## src/rtl/req_grant_scheduler_pkg.sv

```systemverilog
// Shared types and helpers for the request/grant scheduler.
// Holds the FSM encoding, default widths and the one-hot encoder.
package req_grant_scheduler_pkg;

  localparam int DEF_N    = 8;
  localparam int DEF_IDXW = 3;

  typedef enum logic {
    ST_IDLE  = 1'b0,
    ST_OFFER = 1'b1
  } state_e;

  // A zero vector encodes to 0, which is also the idle value of the index.
  function automatic logic [DEF_IDXW-1:0] onehot_to_idx(input logic [DEF_N-1:0] oh);
    logic [DEF_IDXW-1:0] idx;
    idx = '0;
    for (int i = 0; i < DEF_N; i++) begin
      if (oh[i]) idx = idx | DEF_IDXW'(i);
    end
    return idx;
  endfunction

endpackage

```

## src/rtl/req_grant_scheduler_arb.sv

```systemverilog
// Rightmost-one priority arbiter: the lowest set request bit wins.
// Purely combinational; an all-zero request gives an all-zero grant.
module req_grant_scheduler_arb #(
  parameter int W = 8
) (
  input  logic [W-1:0] req,
  output logic [W-1:0] gnt
);

  assign gnt = req & (~req + W'(1));

endmodule

```

## src/rtl/req_grant_scheduler.sv

```systemverilog
// Captures request pulses into a sticky pending set and offers them one at a
// time, lowest index first, under a valid/ready handshake.
//
//   state    | meaning
//   ST_IDLE  | no grant offered; loads the next request as soon as one is pending
//   ST_OFFER | grant held stable until gnt_ready; then reloads or returns to idle
module req_grant_scheduler
  import req_grant_scheduler_pkg::*;
#(
  parameter int N    = DEF_N,
  parameter int IDXW = DEF_IDXW
) (
  input  logic            clk,
  input  logic            rst_n,
  input  logic [N-1:0]    req_in,
  input  logic            clr,
  input  logic            gnt_ready,
  output logic            gnt_valid,
  output logic [N-1:0]    gnt_onehot,
  output logic [IDXW-1:0] gnt_idx,
  output logic [N-1:0]    pending,
  output logic [7:0]      gnt_count
);

  state_e          state_q, state_d;
  logic [N-1:0]    pending_q, pending_d;
  logic [N-1:0]    gnt_onehot_q, gnt_onehot_d;
  logic [IDXW-1:0] gnt_idx_q, gnt_idx_d;
  logic            gnt_valid_q, gnt_valid_d;
  logic [7:0]      gnt_count_q, gnt_count_d;

  logic [N-1:0]    sel;
  logic            hs;
  logic            load;

  req_grant_scheduler_arb #(.W(N)) u_arb (
    .req (pending_q),
    .gnt (sel)
  );

  assign hs   = (state_q == ST_OFFER) && gnt_ready;
  assign load = (|pending_q) && ((state_q == ST_IDLE) || hs);

  always_comb begin
    state_d      = state_q;
    pending_d    = pending_q;
    gnt_onehot_d = gnt_onehot_q;
    gnt_idx_d    = gnt_idx_q;
    gnt_valid_d  = gnt_valid_q;
    // A handshake completing in the clr cycle still counts.
    gnt_count_d  = hs ? gnt_count_q + 8'd1 : gnt_count_q;

    if (clr) begin
      state_d      = ST_IDLE;
      pending_d    = '0;
      gnt_onehot_d = '0;
      gnt_idx_d    = '0;
      gnt_valid_d  = 1'b0;
    end else begin
      // req_in is ORed after removal so a same-cycle re-request stays pending.
      pending_d = (pending_q & ~(load ? sel : '0)) | req_in;
      if (load) begin
        state_d      = ST_OFFER;
        gnt_onehot_d = sel;
        gnt_idx_d    = onehot_to_idx(sel);
        gnt_valid_d  = 1'b1;
      end else if (hs) begin
        state_d      = ST_IDLE;
        gnt_onehot_d = '0;
        gnt_idx_d    = '0;
        gnt_valid_d  = 1'b0;
      end
    end
  end

  always_ff @(posedge clk or negedge rst_n) begin
    if (!rst_n) begin
      state_q      <= ST_IDLE;
      pending_q    <= '0;
      gnt_onehot_q <= '0;
      gnt_idx_q    <= '0;
      gnt_valid_q  <= 1'b0;
      gnt_count_q  <= '0;
    end else begin
      state_q      <= state_d;
      pending_q    <= pending_d;
      gnt_onehot_q <= gnt_onehot_d;
      gnt_idx_q    <= gnt_idx_d;
      gnt_valid_q  <= gnt_valid_d;
      gnt_count_q  <= gnt_count_d;
    end
  end

  assign gnt_valid  = gnt_valid_q;
  assign gnt_onehot = gnt_onehot_q;
  assign gnt_idx    = gnt_idx_q;
  assign pending    = pending_q;
  assign gnt_count  = gnt_count_q;

endmodule

```

## config.mk

```make
export PLATFORM = sky130hd
export DESIGN_NAME = req_grant_scheduler
export DESIGN_NICKNAME = d
export VERILOG_FILES = /design/src/rtl/req_grant_scheduler_pkg.sv /design/src/rtl/req_grant_scheduler_arb.sv /design/src/rtl/req_grant_scheduler.sv
export SDC_FILE = /design/constraint.sdc
export NUM_CORES = 1
export LEC_CHECK = 0
export ABC_AREA = 1
export BUFFER_PORTS_ARGS = -buffer_cell sky130_fd_sc_hd__buf_2
export CORE_MARGIN = 4
export CORE_UTILIZATION = 50
export CTS_CLUSTER_DIAMETER = 120
export DETAILED_ROUTE_END_ITERATION = 8
export PLACE_DENSITY = 0.85
export SYNTH_ARGS = -nofsm -noshare
export SYNTH_HDL_FRONTEND = slang
export SYNTH_HIERARCHICAL = 1
export SYNTH_SLANG_ARGS = --single-unit
```

## constraint.sdc

```tcl
create_clock -name clk -period 2.4 [get_ports clk]
set_input_delay 0.12 -clock clk [delete_from_list [all_inputs] [get_ports clk]]
set_output_delay 0.12 -clock clk [all_outputs]
set_load 0.02 [all_outputs]
```

# Yosys cells after proc, flatten, opt, wreduce, memory -nomap -nowiden
# Index checks and enable logic that the tools add are counted.
# classes
n_mux,18
add_sub_neg,2
n_bitwise,6
reduce_logical,5
# op_table
operator,n
two-way mux 8 bit,5
two-way mux 3 bit,7
"adder 8 x 1 -> 8 bit, second input constant",2
AND 8 bit,2
inverter 8 bit,2
bitwise OR 8 bit,1
OR reduction 8 bit,1
two-way mux 1 bit,4
two-way mux 2 bit,2
nonzero test 3 bit,1
logical AND 1 bit,2
logical OR 1 bit,1
inverter 1 bit,1
# word_totals
ff_bits,28
input_bits,12
output_inout_bits,28

# Longest topological paths before layout
# depth
depth_word,12
mapped_depth,8
ltp_nobuf,7

# By module
# The synthesis kept the hierarchy.
# by_module_without_submodules
module,area_per_inst_um2,seq_area_each_um2,instances,cells_each
req_grant_scheduler,1313.8,700.7,1,146
req_grant_scheduler_arb,91.3,0.0,1,20

# Worst setup path after synthesis
# OpenSTA, ideal clock, no wires.
# synth_path
kind,register to register
startpoint,register pending_q[0] (netlist: pending[0])
endpoint,register pending_q[7] (netlist: pending[7])
n_path_buf,0
stages_incl_launch_ff,7
setup_time_ns,0.136
synth_period_minus_slack_ns,1.282
arrival_time_ns,1.145
path_slack_ns,1.118
path_cell_list,dfrtp_1 > nor2_2 > nand3_2 > nor2_1 > nand3_1 > nand2_1 > a21oi_1
# synth_between
elab_chain_len,8
elab_cells_between_ends,10
classes_between,add/sub (1); mux (2); bitwise (5); reduce/logical (2)
# synth_lines
item,line,rtl
from (decl),req_grant_scheduler.sv:26,"logic [N-1:0] pending_q, pending_d;"
from (signal assigned),req_grant_scheduler.sv:86,pending_q <= pending_d;
inverter 8 bit,req_grant_scheduler_arb.sv:10,assign gnt = req & (~req + W'(1));
adder 8 x 1 -> 8 bit,req_grant_scheduler_arb.sv:10,
AND 8 bit,req_grant_scheduler_arb.sv:10,
named net sel[7],req_grant_scheduler.sv:32,logic [N-1:0] sel;
two-way mux 8 bit,req_grant_scheduler.sv:61,pending_d = (pending_q & ~(load ? sel : '0)) | req_in;
inverter 8 bit,req_grant_scheduler.sv:61,
AND 8 bit,req_grant_scheduler.sv:61,
bitwise OR 8 bit,req_grant_scheduler.sv:61,
two-way mux 8 bit,req_grant_scheduler.sv:53,if (clr) begin
named net pending_d[7],req_grant_scheduler.sv:26,
# The timed path passes the listed nets, and every way through them passes these cells.
# A chain may end at the register's enable or synchronous reset.

==> metrics.md <==
| Metric | Value |
|---|---|
| Nets | `223` |
| Register area share after synthesis | `49.87%` |
| Multi-input gate area | `548.0 um2` |
| Combinational cell fraction of total power | `30.6%` |
| Number of diodes | `0` |
| Bufs on Longest Clock Path | `2` |
| DRC violations left | `0` |
| CTS Sinks | `28` |
| FP Rows | `18` |
| Number of max-cap violations | `0` |
| Worst-Margin Slew | `0.6054 ns` |
| Vias | `1,212` |
| Final GP Congestion | `0.8563` |
| Hold depth | `3` |
| Commonest cells after routing, fill and taps aside | `buf_2, nand2_1, inv_1, dfrtp_1, nand4_1` |
| Final Hold Viols | `0` |
| Relative slew slack | `59.64%` |
| Synth Area per Inst | `8.464 um2` |
| Crit path max-delay cell type | `dfrtp_1` |
| CP Max Fanout | `16` |
| Post-synthesis register bit count | `28` |
| Setup CP Type | `flop to flop` |
| Die height | `61.01 um` |
| Die width | `61.01 um` |
| Fill count | `228` |
| CP Data Required Time | `2.65 ns` |
| Register area | `700.7 um2` |
| Max VDD drop | `671.2 uV` |
| Tcrit/Tclk final | `61.10%` |
| Layout area overhead | `21.64%` |
| Clock Latency Late Sink | `0.34 ns` |
| Port Buf Inserts | `39` |
| Fmax | `0.6820 GHz` |
| Status | `finished clean` |
| Total congestion overflow | `0` |
| Worst hold path type | `primary input to flop` |
| Starting density of the core | `54.73%` |
| Switching Fraction | `36.18%` |
| Clk_skew | `0.006453 ns` |
| CP Cell Sequence | `nand2_1 > inv_1 > nand2_1 > nor2_1 > nand3_1 > xor2_1` |
| R2R cell count | `6` |
| Layout cells sized above 1 | `24.88%` |
| Internal Power | `864.5 uW` |
| Inserted Clock Buffers | `3` |
| Hold WS | `0.005616 ns` |
| Post-Synthesis Net Count | `179` |
| Initial antenna violation count | `0` |
| Clock root cell | `clkbuf_4` |
| Sw power | `490.0 uW` |
| Part of the power in registers | `46.1%` |
| Core area | `2567 um2` |
| Post-Syn Area | `1405 um2` |
| Cts repair resizes | `0` |
| Fin crit period | `1.466 ns` |
| Stages on worst setup path | `6` |
| Max Slew Vio Count | `0` |
| CTS tree | `done` |
| Dpl hpwl | `2197 um` |
| Worst-path clk slew | `0.16 ns` |
| Die Area | `3722 um2` |
| Post-layout util | `66.57%` |
| Buf/Inv on CP | `1` |
| Crit path largest cell delay | `0.39 ns` |
| Yosys warns | `6` |
| Via density | `5.071` |
| Worst setup EP type | `flop` |
| Post-route setup slack | `0.9337 ns` |
| Post-synth cell types | `25` |
| Post-CTS Setup Bufs | `0` |
| DRT Pass-1 Iters | `4` |
| Most frequent CP cell | `nand2_1` |
| Commonest non-fill, non-tap cell in the layout | `buf_2` |
| DR iter-0 viols | `62` |
| Clock power share | `23.2%` |
| CTS H-tree depth | `1` |
| Pwr Density | `792.5 nW/um2` |
| Worst path top cell family by delay | `simple AND/OR/NAND/NOR gates` |
| All-Layer GR Usage | `17.69%` |
| Startpoint Class | `flop` |
| Vias in the first global route | `1,141` |
| Place WS | `0.9710 ns` |
| Post-DR wirelength/cell | `12.47 um` |
| First-pass GRT wire length | `4947 um` |
| RSZ-0062 raised after global routing | `no` |
| Setup TNS | `0 ns` |
| Largest net degree at the start of global routing | `29` |
| Leak | `0.0009370 uW` |
| Final WL | `2981 um` |
| Routed Antenna Nets | `0` |
| WP data arrival | `1.72 ns` |
| Post-Synthesis Cells | `166` |
| Io pins | `40` |
| Final setup viols | `0` |
==> sequential cells by signal, summed over array words and instances (netlist names) <==
name / count
gnt_count: 8
gnt_onehot: 8
pending: 8
gnt_idx: 3
gnt_valid: 1
==> cells by family (layout without fill, tap and decap cells) <==
logic type	Yosys count	after routing	synth area share [%]
AO/OA/AOI/OAI	20	20	7.213
flip-flops	28	28	49.87
XOR/XNOR	6	6	3.740
buffers and inverters	35	78	11.13
adder cells (fa/ha/maj)	1	1	0.8903
AND/OR/NAND/NOR	76	76	27.16
==> through the flow <==
| stage | power (uW) | cell area [um2] | instances |
|---|---|---|---|
| 6_report | 1355 | 1709 | 239 |
| 5_1_grt | 1445 | 1709 | 239 |
| 4_1_cts | 1369 | 1709 | 239 |
| 3_5_place_dp | 1049 | 1587 | 228 |
| 3_3_place_gp | 1031 | 1587 | 228 |
| 2_1_floorplan | 904.3 | 1405 | 166 |
==> tightest hold or removal path, delay by kind of cell <==
kind	cells	cell delay, ns
compound gates	1	0.06
buf+inv	2	0.13
==> power groups by stage <==
stage | clock (uW) | combinational (uW) | sequential [uW]
after CTS | 320 | 421 | 627
after global routing | 336 | 471 | 638
final | 315 | 415 | 625
after floorplan | 0 | 183 | 721
after detailed placement | 0 | 412 | 637
after global placement | 0 | 400 | 631
==> per-layer routing <==
| layer | share of wire (%) | track usage (%) | vias up |
|---|---|---|---|
| met1 | 43 | 22.19 | 557 |
| li1 | - | - | 618 |
| met3 | 5.7 | 3.774 | 4 |
| met4 | 0.77 | 4.334 | 0 |
| met5 | 0 | 0 | - |
| met2 | 51 | 31.15 | 33 |
==> synth_stat cells <==
cell | instances | area (um2)
nand3_1 | 9 | 45.04
or2_4 | 1 | 8.760
nor4_1 | 3 | 18.77
nand3_2 | 2 | 20.02
nor2_1 | 9 | 33.78
buf_6 | 2 | 22.52
dfrtp_1 | 28 | 700.7
o21ai_1 | 2 | 10.01
a21oi_1 | 8 | 40.04
nand3b_1 | 1 | 7.510
nand2_4 | 2 | 22.52
o21ai_0 | 9 | 45.04
buf_4 | 1 | 7.510
clkbuf_1 | 1 | 3.750
xnor2_1 | 1 | 8.760
ha_1 | 1 | 12.51
xor2_1 | 5 | 43.79
nor2_2 | 4 | 25.02
nand4_1 | 11 | 68.82
nor3_1 | 3 | 15.01
buf_2 | 2 | 10.01
clkbuf_4 | 1 | 7.510
nand2_1 | 31 | 116.4
inv_1 | 28 | 105.1
a31oi_1 | 1 | 6.260
==> path summary, 6_finish.rpt <==
path	start	to	slack, ns
worst max-delay path	gnt_valid	gnt_count[6]	0.93
worst min-delay path	req_in[3]	pending[3]	0.006
worst max register to register	gnt_valid	gnt_count[6]	0.93
worst min register to register	gnt_count[4]	gnt_count[4]	0.53
max in group asynchronous	rst_n	gnt_onehot[1]	1.70
min in group asynchronous	rst_n	gnt_count[2]	0.30
==> area by class of cell <==
| cell class | instances | share of cell area, % |
|---|---|---|
| inverters | 28 | 6.149 |
| repair buffers | 46 | 15.52 |
| clock inverters | 1 | 1.757 |
| well taps | 30 | 2.196 |
| clock buffers | 3 | 1.318 |
| flip-flops and latches | 28 | 41.00 |
| multi-input cells | 103 | 32.06 |
==> what timing repair did <==
item,CTS,global route
setup endpoints to repair,0,0
hold buffers,7,0
hold endpoints to repair,34,0
No activity file was read; power rests on OpenSTA's default activity.
